## src/rtl/img_proc_pkg.sv

```systemverilog
// -----------------------------------------------------------------------------
// img_proc_pkg
// Shared definitions for the image-processing engine:
//   op_e          operation codes carried on op_sel
//   state_e       engine FSM states
//   KERN_*        sharpen kernel weights (centre / surrounding taps)
//   TAP_DR/TAP_DC 3x3 tap offset table, row-major from (-1,-1) to (+1,+1)
// -----------------------------------------------------------------------------
package img_proc_pkg;

  typedef enum logic [1:0] {
    OP_MIRROR  = 2'd0,
    OP_GRAY    = 2'd1,
    OP_SHARPEN = 2'd2,
    OP_RSVD    = 2'd3
  } op_e;

  typedef enum logic [2:0] {
    IDLE = 3'd0,
    RD   = 3'd1,
    ACC  = 3'd2,
    WR   = 3'd3,
    FIN  = 3'd4
  } state_e;

  localparam int KERN_CENTRE = 9;
  localparam int KERN_EDGE   = -1;

  localparam int NUM_TAPS   = 9;
  localparam int CENTRE_TAP = 4;

  typedef logic signed [1:0] tap_off_t;

  // Tap k sits at (TAP_DR[k], TAP_DC[k]) relative to the output pixel.
  localparam tap_off_t TAP_DR [NUM_TAPS] = '{
    -2'sd1, -2'sd1, -2'sd1,
     2'sd0,  2'sd0,  2'sd0,
     2'sd1,  2'sd1,  2'sd1
  };
  localparam tap_off_t TAP_DC [NUM_TAPS] = '{
    -2'sd1,  2'sd0,  2'sd1,
    -2'sd1,  2'sd0,  2'sd1,
    -2'sd1,  2'sd0,  2'sd1
  };

endpackage

```

## src/rtl/img_proc_engine_sharpen_acc.sv

```systemverilog
// -----------------------------------------------------------------------------
// sharpen_acc
// Signed accumulator for the 3x3 sharpen kernel, working on one channel.
//   clk, rst  clock and synchronous active-high reset
//   clr       zero the accumulator (wins over en)
//   en        add the weighted tap in g to the accumulator
//   mask      1 = tap lies inside the image; 0 = contribution forced to 0
//   centre    1 = centre tap (weight KERN_CENTRE), else weight KERN_EDGE
//   g         channel value of the tap
//   res       accumulator clamped to [0, 2**CH_W-1]
// -----------------------------------------------------------------------------
module sharpen_acc
  import img_proc_pkg::*;
#(
  parameter int CH_W = 8
) (
  input  logic            clk,
  input  logic            rst,
  input  logic            clr,
  input  logic            en,
  input  logic            mask,
  input  logic            centre,
  input  logic [CH_W-1:0] g,
  output logic [CH_W-1:0] res
);

  // 5 extra bits cover 9*max down to -8*max with a sign bit.
  localparam int AW = CH_W + 5;

  logic signed [AW-1:0] acc_q;
  logic signed [AW-1:0] g_s;
  logic signed [AW-1:0] weight;
  logic signed [AW-1:0] term;

  always_comb begin
    g_s    = $signed({5'b0, g});
    weight = centre ? AW'(KERN_CENTRE) : AW'(KERN_EDGE);
    term   = mask ? g_s * weight : '0;
  end

  always_ff @(posedge clk) begin
    if (rst || clr) begin
      acc_q <= '0;
    end else if (en) begin
      acc_q <= acc_q + term;
    end
  end

  // Negative -> 0; any bit set above the channel range -> saturate high.
  always_comb begin
    res = acc_q[CH_W-1:0];
    if (acc_q[AW-1]) begin
      res = '0;
    end else if (|acc_q[AW-2:CH_W]) begin
      res = '1;
    end
  end

endmodule

```

## src/rtl/img_proc_engine.sv

```systemverilog
// -----------------------------------------------------------------------------
// img_proc_engine
// Runs one image operation per start (vertical mirror, grayscale, 3x3 sharpen)
// from a source memory with 1-cycle read latency into a destination memory,
// scanning row-major with the column as the inner index.
// Ports:
//   clk, rst            clock, synchronous active-high reset
//   start, op_sel       1-cycle request and operation, taken only in IDLE
//   row, col            source read address (driven in RD)
//   in_pix              source data, valid the cycle after row/col
//   out_we/out_row/out_col/out_pix  destination write (only in WR)
//   busy                high in RD/ACC/WR
//   done                1-cycle pulse in FIN
//   mirror_done, gray_done, filter_done  sticky per-op completion flags
// Handshake: start is a single-cycle request with no ready; it is accepted
// only while the engine is idle and silently dropped otherwise. The source
// read has no valid/ready: data is assumed present one cycle after the address.
// -----------------------------------------------------------------------------
module img_proc_engine
  import img_proc_pkg::*;
#(
  parameter int ROW_W = 6,
  parameter int COL_W = 6,
  parameter int CH_W  = 8
) (
  input  logic              clk,
  input  logic              rst,
  input  logic              start,
  input  logic [1:0]        op_sel,
  output logic [ROW_W-1:0]  row,
  output logic [COL_W-1:0]  col,
  input  logic [3*CH_W-1:0] in_pix,
  output logic              out_we,
  output logic [ROW_W-1:0]  out_row,
  output logic [COL_W-1:0]  out_col,
  output logic [3*CH_W-1:0] out_pix,
  output logic              busy,
  output logic              done,
  output logic              mirror_done,
  output logic              gray_done,
  output logic              filter_done
);

  localparam logic [ROW_W-1:0] ROW_LAST = '1;
  localparam logic [COL_W-1:0] COL_LAST = '1;

  state_e state_q, state_d;
  op_e    op_q;

  logic [ROW_W-1:0] r_q;
  logic [COL_W-1:0] c_q;
  logic [3:0]       tap_q;

  logic is_sharpen;
  logic last_pix;
  logic last_tap;

  // ---------------------------------------------------------------------------
  // Tap address: offset added in two extra bits so bit [W+1] is the sign and
  // bit [W] flags stepping past the last row/column.
  // ---------------------------------------------------------------------------
  tap_off_t         dr, dc;
  logic [ROW_W+1:0] tr;
  logic [COL_W+1:0] tc;
  logic [ROW_W-1:0] tap_row;
  logic [COL_W-1:0] tap_col;
  logic             tap_ok;
  logic             tap_ok_q;
  logic             tap_ctr_q;

  always_comb begin
    dr      = TAP_DR[tap_q];
    dc      = TAP_DC[tap_q];
    tr      = {2'b00, r_q} + {{ROW_W{dr[1]}}, dr};
    tc      = {2'b00, c_q} + {{COL_W{dc[1]}}, dc};
    tap_ok  = 1'b1;
    tap_row = tr[ROW_W-1:0];
    tap_col = tc[COL_W-1:0];
    if (tr[ROW_W+1]) begin
      tap_row = '0;
      tap_ok  = 1'b0;
    end else if (tr[ROW_W]) begin
      tap_row = ROW_LAST;
      tap_ok  = 1'b0;
    end
    if (tc[COL_W+1]) begin
      tap_col = '0;
      tap_ok  = 1'b0;
    end else if (tc[COL_W]) begin
      tap_col = COL_LAST;
      tap_ok  = 1'b0;
    end
  end

  // ---------------------------------------------------------------------------
  // Grayscale: midpoint of min and max channel, one extra bit for the sum.
  // ---------------------------------------------------------------------------
  logic [CH_W-1:0] ch_r, ch_g, ch_b;
  logic [CH_W-1:0] ch_min, ch_max;
  logic [CH_W:0]   gray_sum;
  logic [CH_W-1:0] gray_m;

  always_comb begin
    ch_r   = in_pix[2*CH_W +: CH_W];
    ch_g   = in_pix[CH_W +: CH_W];
    ch_b   = in_pix[0 +: CH_W];
    ch_min = ch_r;
    ch_max = ch_r;
    if (ch_g < ch_min) ch_min = ch_g;
    if (ch_b < ch_min) ch_min = ch_b;
    if (ch_g > ch_max) ch_max = ch_g;
    if (ch_b > ch_max) ch_max = ch_b;
    gray_sum = {1'b0, ch_min} + {1'b0, ch_max};
    gray_m   = gray_sum[CH_W:1];
  end

  // ---------------------------------------------------------------------------
  // Sharpen accumulator. Tap k-1 data arrives while tap k is issued, so the
  // mask/centre qualifiers are registered alongside the address.
  // ---------------------------------------------------------------------------
  logic            acc_clr;
  logic            acc_en;
  logic [CH_W-1:0] acc_res;

  sharpen_acc #(
    .CH_W (CH_W)
  ) u_acc (
    .clk    (clk),
    .rst    (rst),
    .clr    (acc_clr),
    .en     (acc_en),
    .mask   (tap_ok_q),
    .centre (tap_ctr_q),
    .g      (ch_g),
    .res    (acc_res)
  );

  assign is_sharpen = (op_q == OP_SHARPEN);
  assign last_pix   = (r_q == ROW_LAST) && (c_q == COL_LAST);
  assign last_tap   = (tap_q == 4'(NUM_TAPS - 1));

  // ---------------------------------------------------------------------------
  // FSM state register
  // ---------------------------------------------------------------------------
  always_ff @(posedge clk) begin
    if (rst) begin
      state_q <= IDLE;
    end else begin
      state_q <= state_d;
    end
  end

  // ---------------------------------------------------------------------------
  // FSM next state and outputs
  // ---------------------------------------------------------------------------
  always_comb begin
    state_d = state_q;
    busy    = 1'b0;
    done    = 1'b0;
    out_we  = 1'b0;
    row     = '0;
    col     = '0;
    out_row = '0;
    out_col = '0;
    out_pix = '0;
    acc_clr = 1'b0;
    acc_en  = 1'b0;
    case (state_q)
      IDLE: begin
        if (start) begin
          state_d = (op_sel == OP_RSVD) ? FIN : RD;
        end
      end
      RD: begin
        busy = 1'b1;
        if (is_sharpen) begin
          row     = tap_row;
          col     = tap_col;
          acc_clr = (tap_q == 4'd0);
          acc_en  = (tap_q != 4'd0);
          if (last_tap) state_d = ACC;
        end else begin
          row     = (op_q == OP_MIRROR) ? (ROW_LAST - r_q) : r_q;
          col     = c_q;
          state_d = WR;
        end
      end
      ACC: begin
        busy    = 1'b1;
        acc_en  = 1'b1;
        state_d = WR;
      end
      WR: begin
        busy    = 1'b1;
        out_we  = 1'b1;
        out_row = r_q;
        out_col = c_q;
        case (op_q)
          OP_MIRROR:  out_pix = in_pix;
          OP_GRAY:    out_pix = {{CH_W{1'b0}}, gray_m, {CH_W{1'b0}}};
          OP_SHARPEN: out_pix = {{CH_W{1'b0}}, acc_res, {CH_W{1'b0}}};
          default:    out_pix = '0;
        endcase
        state_d = last_pix ? FIN : RD;
      end
      FIN: begin
        done    = 1'b1;
        state_d = IDLE;
      end
      default: state_d = IDLE;
    endcase
  end

  // ---------------------------------------------------------------------------
  // Counters, latched op, tap qualifiers and sticky flags
  // ---------------------------------------------------------------------------
  always_ff @(posedge clk) begin
    if (rst) begin
      op_q        <= OP_MIRROR;
      r_q         <= '0;
      c_q         <= '0;
      tap_q       <= '0;
      tap_ok_q    <= 1'b0;
      tap_ctr_q   <= 1'b0;
      mirror_done <= 1'b0;
      gray_done   <= 1'b0;
      filter_done <= 1'b0;
    end else begin
      case (state_q)
        IDLE: begin
          if (start) begin
            op_q  <= op_e'(op_sel);
            r_q   <= '0;
            c_q   <= '0;
            tap_q <= '0;
            case (op_sel)
              OP_MIRROR:  mirror_done <= 1'b0;
              OP_GRAY:    gray_done   <= 1'b0;
              OP_SHARPEN: filter_done <= 1'b0;
              default: ;
            endcase
          end
        end
        RD: begin
          if (is_sharpen) begin
            tap_ok_q  <= tap_ok;
            tap_ctr_q <= (tap_q == 4'(CENTRE_TAP));
            tap_q     <= last_tap ? 4'd0 : tap_q + 4'd1;
          end
        end
        WR: begin
          c_q <= c_q + 1'b1;
          if (c_q == COL_LAST) r_q <= r_q + 1'b1;
          // Flag rises together with the FIN cycle's done pulse.
          if (last_pix) begin
            case (op_q)
              OP_MIRROR:  mirror_done <= 1'b1;
              OP_GRAY:    gray_done   <= 1'b1;
              OP_SHARPEN: filter_done <= 1'b1;
              default: ;
            endcase
          end
        end
        default: ;
      endcase
    end
  end

endmodule

```

## config.mk

```make
export PLATFORM = sky130hd
export DESIGN_NAME = img_proc_engine
export DESIGN_NICKNAME = d
export VERILOG_FILES = /design/src/rtl/img_proc_pkg.sv /design/src/rtl/img_proc_engine_sharpen_acc.sv /design/src/rtl/img_proc_engine.sv
export SDC_FILE = /design/constraint.sdc
export NUM_CORES = 1
export LEC_CHECK = 0
export ABC_AREA = 1
export CAP_MARGIN = 20
export CORE_MARGIN = 4
export CORE_UTILIZATION = 49
export DETAILED_ROUTE_END_ITERATION = 8
export PLACE_DENSITY = 0.75
export RECOVER_POWER = 50
export SKIP_CTS_REPAIR_TIMING = 1
export SLEW_MARGIN = 10
export SYNTH_ARGS = -nofsm -noshare
export SYNTH_HDL_FRONTEND = slang
export SYNTH_SLANG_ARGS = --single-unit
```

## constraint.sdc

```tcl
create_clock -name clk -period 19.2 [get_ports clk]
set_input_delay 3.84 -clock clk [delete_from_list [all_inputs] [get_ports clk]]
set_output_delay 3.84 -clock clk [all_outputs]
set_load 0.1 [all_outputs]
```

==> impl_metrics.json, run 1 <==
{
  "status": "finished clean",
  "critPathLaunchType": "input port",
  "die_w_um": 120,
  "syn_area_sq_um": 6170,
  "seq_area_sq_um": 781,
  "clock_skew_ns": 0.0119,
  "diodes": 0,
  "synth_cell_types": 46,
  "cp_max_fo": 16,
  "cpMostUsedCell": "nand2_1",
  "setup.worst_path.class": "input port to output port",
  "numCtsBuffers": 5,
  "grt.total_usage_pct": 21.6,
  "drive_above_1_share_pct": 4.48,
  "viasPerCell": 5.26,
  "ys.flop_type": "dfxtp_1",
  "worst_slew_pin_slew_ns": 1.01,
  "seq_area_frac_synth_pct": 12.6,
  "clk_latency_ns": 0.28,
  "die_area_sq_um": 14500,
  "area_growth_syn_to_layout_pct": 18.2,
  "rsz0062_at_grt": "no",
  "leakage_nw": 3.55,
  "portBuffers": 82,
  "drv_slew": 0,
  "ys_ff_latch": 39,
  "ios": 83,
  "antenna_found_initial": 0,
  "critPathRequiredTime_ns": 15.36,
  "cap_violations": 0,
  "peakVddDrop_uv": 85.9,
  "power.total_mw": 0.728,
  "placed_area_sq_um": 7150,
  "fmax_ghz": 0.0739,
  "grt_max_degree": 37,
  "critPathArrivalTime_ns": 9.68,
  "cts_tree": "built",
  "synth_edf_count": 0,
  "synth_nets": 1058,
  "fill_cells": 1168,
  "wl_met2_um": 7400,
  "postSynthCellCount": 907,
  "dr_wl_met3_um": 707,
  "fin_nets": 1132,
  "htreeDepth": 2,
  "finish.instance_area_sq_um": 7290,
  "clk_path_buf_depth": 2,
  "dp_hpwl_um": 13300,
  "num_rows": 40,
  "pre_cts_slack_ns": 5.76,
  "fp.dieH_um": 120,
  "place_congestion": 0.938,
  "highest_layer": "met4",
  "fin_crit_sh_pct": 70.4,
  "grt-ovfl-total": 0,
  "cpPeakStageDelay_ns": 1.13,
  "crit_path_end_kind": "output port",
  "cts.sinks": 39,
  "crit_slowest_cell": "clkdlybuf4s50_1",
  "cts-root-buf": "clkbuf_16",
  "ant_nets": 0,
  "setup_tns_ns": 0,
  "worst_slack_ns": 5.68,
  "drtPass1Iterations": 5,
  "routedLengthMet1_um": 7490,
  "dr.first_iter.drc_count": 366,
  "grt_pass1_wl_um": 26400,
  "wirelength_um": 15800,
  "synthArstFlopShare_pct": 0,
  "avgSynthCellArea_sq_um": 6.81,
  "finalSetupViolations": 0,
  "core_area_sq_um": 12200,
  "holdWs_ns": 0.455,
  "max-slew-margin-rel_pct": 32.6,
  "yosysWarnings": 0,
  "min_period_ns": 13.52,
  "cts.clk_slew.worst_paths_ns": 0.07,
  "p_per_area_nw_per_um2": 99.8,
  "vias": 6046,
  "start_util_pct": 50.8,
  "hold_viol_final": 0,
  "grt_pass1_vias": 5610,
  "multi_input_area_sq_um": 4610,
  "min_path_type": "flop to flop",
  "drc": 0,
  "avgRoutedWirePerCell_um": 13.7
}
-- state kept, by name (all words and copies together), names as in the netlist --
| register | cells |
|---|---|
| c_q | 6 |
| filter_done | 1 |
| gray_done | 1 |
| mirror_done | 1 |
| op_q | 2 |
| r_q | 6 |
| state_q | 3 |
| tap_ctr_q | 1 |
| tap_ok_q | 1 |
| tap_q | 4 |
| u_acc.acc_q | 13 |
-- path summary, 6_finish.rpt --
path,start,to,slack (ns),cells after the start
setup / recovery,in_pix[8],out_pix[15],5.68,35
hold / removal,mirror_done,mirror_done,0.46,2
setup reg to reg,tap_ctr_q,u_acc.acc_q[12],13.69,31
hold reg to reg,mirror_done,mirror_done,0.46,2
-- where the power goes --
part | total, mW | internal (mW) | leakage, nW | switching [mW]
clock network | 0.0813 | 0.0480 | 0.0669 | 0.0333
logic | 0.546 | 0.192 | 3.16 | 0.354
registers | 0.101 | 0.0904 | 0.317 | 0.0102
-- kinds of logic (layout without fill, tap and decap cells) --
group | count (synthesis) | count (layout) | synth area share [%]
buffers and inverters | 208 | 283 | 12.7
XOR/XNOR | 28 | 28 | 3.97
adder cells (fa/ha/maj) | 122 | 122 | 29.4
AO/OA/AOI/OAI | 222 | 222 | 20.8
flip-flops | 39 | 39 | 12.6
AND/OR/NAND/NOR | 288 | 288 | 20.6
-- cells in the mapped netlist (3+ instances only) --
cell      number  area share, %
inv_1        183             11
nand2_1      133            8.1
o21ai_0       86            7.0
ha_1          84             17
a21oi_1       71            5.8
nor2_1        71            4.3
dfxtp_1       39             13
fa_1          38             12
nor3_1        30            2.4
nand3_1       23            1.9
xor2_1        20            2.8
clkbuf_1      13           0.79
a211oi_1      11            1.3
o21bai_1       9            1.1
inv_2          8           0.49
xnor2_1        8            1.1
a21oi_2        6           0.85
a31oi_1        6           0.61
nand2_2        6           0.61
o21ai_1        6           0.49
o22ai_1        5           0.51
nand2_4        4           0.73
nand4_1        4           0.41
o211ai_1       4           0.49
o21a_1         4           0.49
a221oi_1       3           0.43
o32ai_1        3           0.43
-- layout make-up --
| type | count | area share, % |
|---|---|---|
| multi-input cells | 660 | 63.2 |
| clock inverters | 2 | 0.172 |
| repair buffers | 84 | 11.5 |
| flip-flops and latches | 39 | 10.7 |
| well taps | 168 | 2.88 |
| clock buffers | 6 | 1.77 |
| inverters | 191 | 9.83 |
-- critical path, delay by kind of cell --
kind,cells,cell delay [ns]
adder cells (fa/ha/maj),3,0.96
AO/OA/AOI/OAI,8,0.98
AND/OR/NAND/NOR,18,1.50
buffers and inverters,6,2.36
-- per-stage QoR --
step,instances,utilization [%]
final,1150,60.0
after floorplan,907,-
after CTS,1150,60.0
after detailed placement,1142,58.8
after global placement,1142,58.8
after global routing,1150,60.0
-- layout by cell type, fill, tap and decap left out, drive strengths merged, types with 6 or more instances in the layout --
cell / synthesis / layout
inv: 191 / 191
a31oi: 6 / 6
dfxtp: 39 / 39
fa: 38 / 38
xor2: 20 / 20
nor2: 74 / 74
nor3: 30 / 30
ha: 84 / 84
o21bai: 9 / 9
clkdlybuf4s50: 0 / 62
nand3: 25 / 25
xnor2: 8 / 8
dlygate4sd3: 0 / 20
a211oi: 12 / 12
nand2: 143 / 143
clkbuf: 13 / 6
a21oi: 77 / 77
o21ai: 94 / 94
-- layer usage --
layer | vias to the layer above | global-route usage, %
met1 | 2796 | 30.5
met5 | - | 0
met4 | 0 | 3.26
met3 | 14 | 2.43
li1 | 3108 | -
met2 | 128 | 36.4
Power figures use the tool's default switching activity.
==> run 2: changes to the inputs <==
==> constraint.sdc (replaced) <==
create_clock -name clk -period 13.1 [get_ports clk]
set_input_delay 2.62 -clock clk [delete_from_list [all_inputs] [get_ports clk]]
set_output_delay 2.62 -clock clk [all_outputs]
set_load 0.1 [all_outputs]
==> run 2 against run 1 <==
  * Die area did not move
  * Core utilization unchanged
  * Sequential power up 47%
  * Final cell count is the same
  * Combinational power increased by 46%
  * First-iteration DRC count grew 1.4%
  * Setup slack lost 3.7 ns
  * Power up 46%
  * Cell area unchanged
==> impl_metrics.json, run 2 (synthesized netlist as in run 1, its figures left out) <==
{
  "min_period_ns": 11.11,
  "grt_max_degree": 37,
  "hold_viol_final": 0,
  "layout_common_cells": "inv_1, nand2_1, o21ai_0",
  "die_w_um": 120,
  "setup_tns_ns": 0,
  "seq_area_sq_um": 781,
  "viasPerCell": 5.24,
  "min_path_type": "flop to flop",
  "finalSetupViolations": 0,
  "cts.sinks": 39,
  "drc": 0,
  "worst_slew_pin_slew_ns": 1.01,
  "clk_latency_ns": 0.29,
  "cpPeakStageDelay_ns": 1.13,
  "p_per_area_nw_per_um2": 146,
  "rr_startpoint": "tap_ctr_q",
  "worst_slack_ns": 1.99,
  "area_growth_syn_to_layout_pct": 18.2,
  "hold_path.startpoint": "mirror_done",
  "regMostFlops": "u_acc.acc_q",
  "dr.first_iter.drc_count": 371,
  "cp_max_fo": 16,
  "largest_registers": "u_acc.acc_q x13, c_q x6, r_q x6",
  "fp.dieH_um": 120,
  "vias": 6026,
  "cts-root-buf": "clkbuf_16",
  "ios": 83,
  "peakVddDrop_uv": 127,
  "min_to": "mirror_done",
  "critPathLaunchType": "input port",
  "max-slew-margin-rel_pct": 32.6,
  "drv_slew": 0,
  "crit_path_end_kind": "output port",
  "setup.worst_path.class": "input port to output port",
  "status": "finished clean",
  "grt-ovfl-total": 0,
  "grt_pass1_wl_um": 26100,
  "drtPass1Iterations": 5,
  "holdWs_ns": 0.455,
  "numCtsBuffers": 5,
  "antenna_found_initial": 0,
  "htreeDepth": 2,
  "pre_cts_slack_ns": 2.09,
  "rsz0062_at_grt": "no",
  "die_area_sq_um": 14500,
  "cts.clk_slew.worst_paths_ns": 0.06,
  "critPathRequiredTime_ns": 10.48,
  "avgRoutedWirePerCell_um": 13.6,
  "fin_crit_sh_pct": 84.8,
  "num_rows": 40,
  "start_util_pct": 50.8,
  "mostFrequentLayoutCell": "inv_1",
  "fill_cells": 1173,
  "leakage_nw": 3.54,
  "wirelength_um": 15600,
  "diodes": 0,
  "cpMostUsedCell": "nand2_1",
  "crit_slowest_cell": "clkdlybuf4s50_1",
  "whs_path_depth": 2,
  "grt_pass1_vias": 5550,
  "rrSetupSlack_ns": 7.62,
  "place_congestion": 0.939,
  "cts_tree": "built",
  "fmax_ghz": 0.0900,
  "fin_nets": 1132,
  "cap_violations": 0,
  "dp_hpwl_um": 13200,
  "largest_reg_flops": 13,
  "clock_skew_ns": 0.00832,
  "grt.total_usage_pct": 21.5,
  "r2r-end": "u_acc.acc_q[12]",
  "core_area_sq_um": 12200,
  "critPathArrivalTime_ns": 8.49,
  "drive_above_1_share_pct": 4.38,
  "reg2regPathDepth": 31,
  "multi_input_area_sq_um": 4610,
  "clk_path_buf_depth": 2,
  "ant_nets": 0,
  "portBuffers": 82
}
run 2: changes by cell type in the layout (fill, tap and decap cells not counted):
cell      previous run  this run
clkinv_1             0         1
inv_2                8         7
run 2: per-layer routing:
layer | wire length (um) | global-route usage (%)
met4 | 156 | 3.61
met3 | 711 | 2.20
met5 | 0 | 0
met2 | 7300 | 35.8
met1 | 7440 | 30.6
run 2: worst max-delay path by stage:
| stage | end | depth (start not counted) | slack, ns | start |
|---|---|---|---|---|
| 2_1_floorplan | out_pix[13] | 27 | 2.87 | in_pix[23] |
| 6_report | out_pix[15] | 35 | 1.99 | in_pix[8] |
| 3_5_place_dp | out_pix[15] | 32 | 2.09 | in_pix[9] |
| 5_1_grt | out_pix[15] | 33 | 1.42 | in_pix[8] |
| 3_3_place_gp | out_pix[15] | 29 | 2.23 | in_pix[14] |
| 4_1_cts | out_pix[15] | 32 | 2.09 | in_pix[9] |
run 2: worst max-delay path: cells and delay by family:
family	cells	cell delay [ns]
fa+ha+maj	3	0.95
simple gates	18	1.50
buf+inv	6	2.37
compound gates	8	1.03
run 2: report_power, final:
group	switching (mW)	total [mW]	internal, mW
clock network	0.0490	0.119	0.0703
logic	0.518	0.798	0.281
registers	0.0150	0.148	0.133
run 2: area by class of cell:
type | instances | share of cell area (%)
clock buffers | 6 | 1.77
clock inverters | 2 | 0.172
inverters | 191 | 9.83
multi-input cells | 660 | 63.2
flip-flops and latches | 39 | 10.7
well taps | 168 | 2.88
repair buffers | 84 | 11.5
run 2: metrics by stage:
| step | cell area, sq um | power, mW | instances | util (%) |
|---|---|---|---|---|
| after floorplan | 6170 | 0.781 | 907 | - |
| after global placement | 7150 | 0.943 | 1142 | 58.8 |
| after detailed placement | 7150 | 0.952 | 1142 | 58.8 |
| after CTS | 7290 | 1.08 | 1150 | 60.0 |
| after global routing | 7290 | 1.19 | 1150 | 60.0 |
| final | 7290 | 1.07 | 1150 | 60.0 |
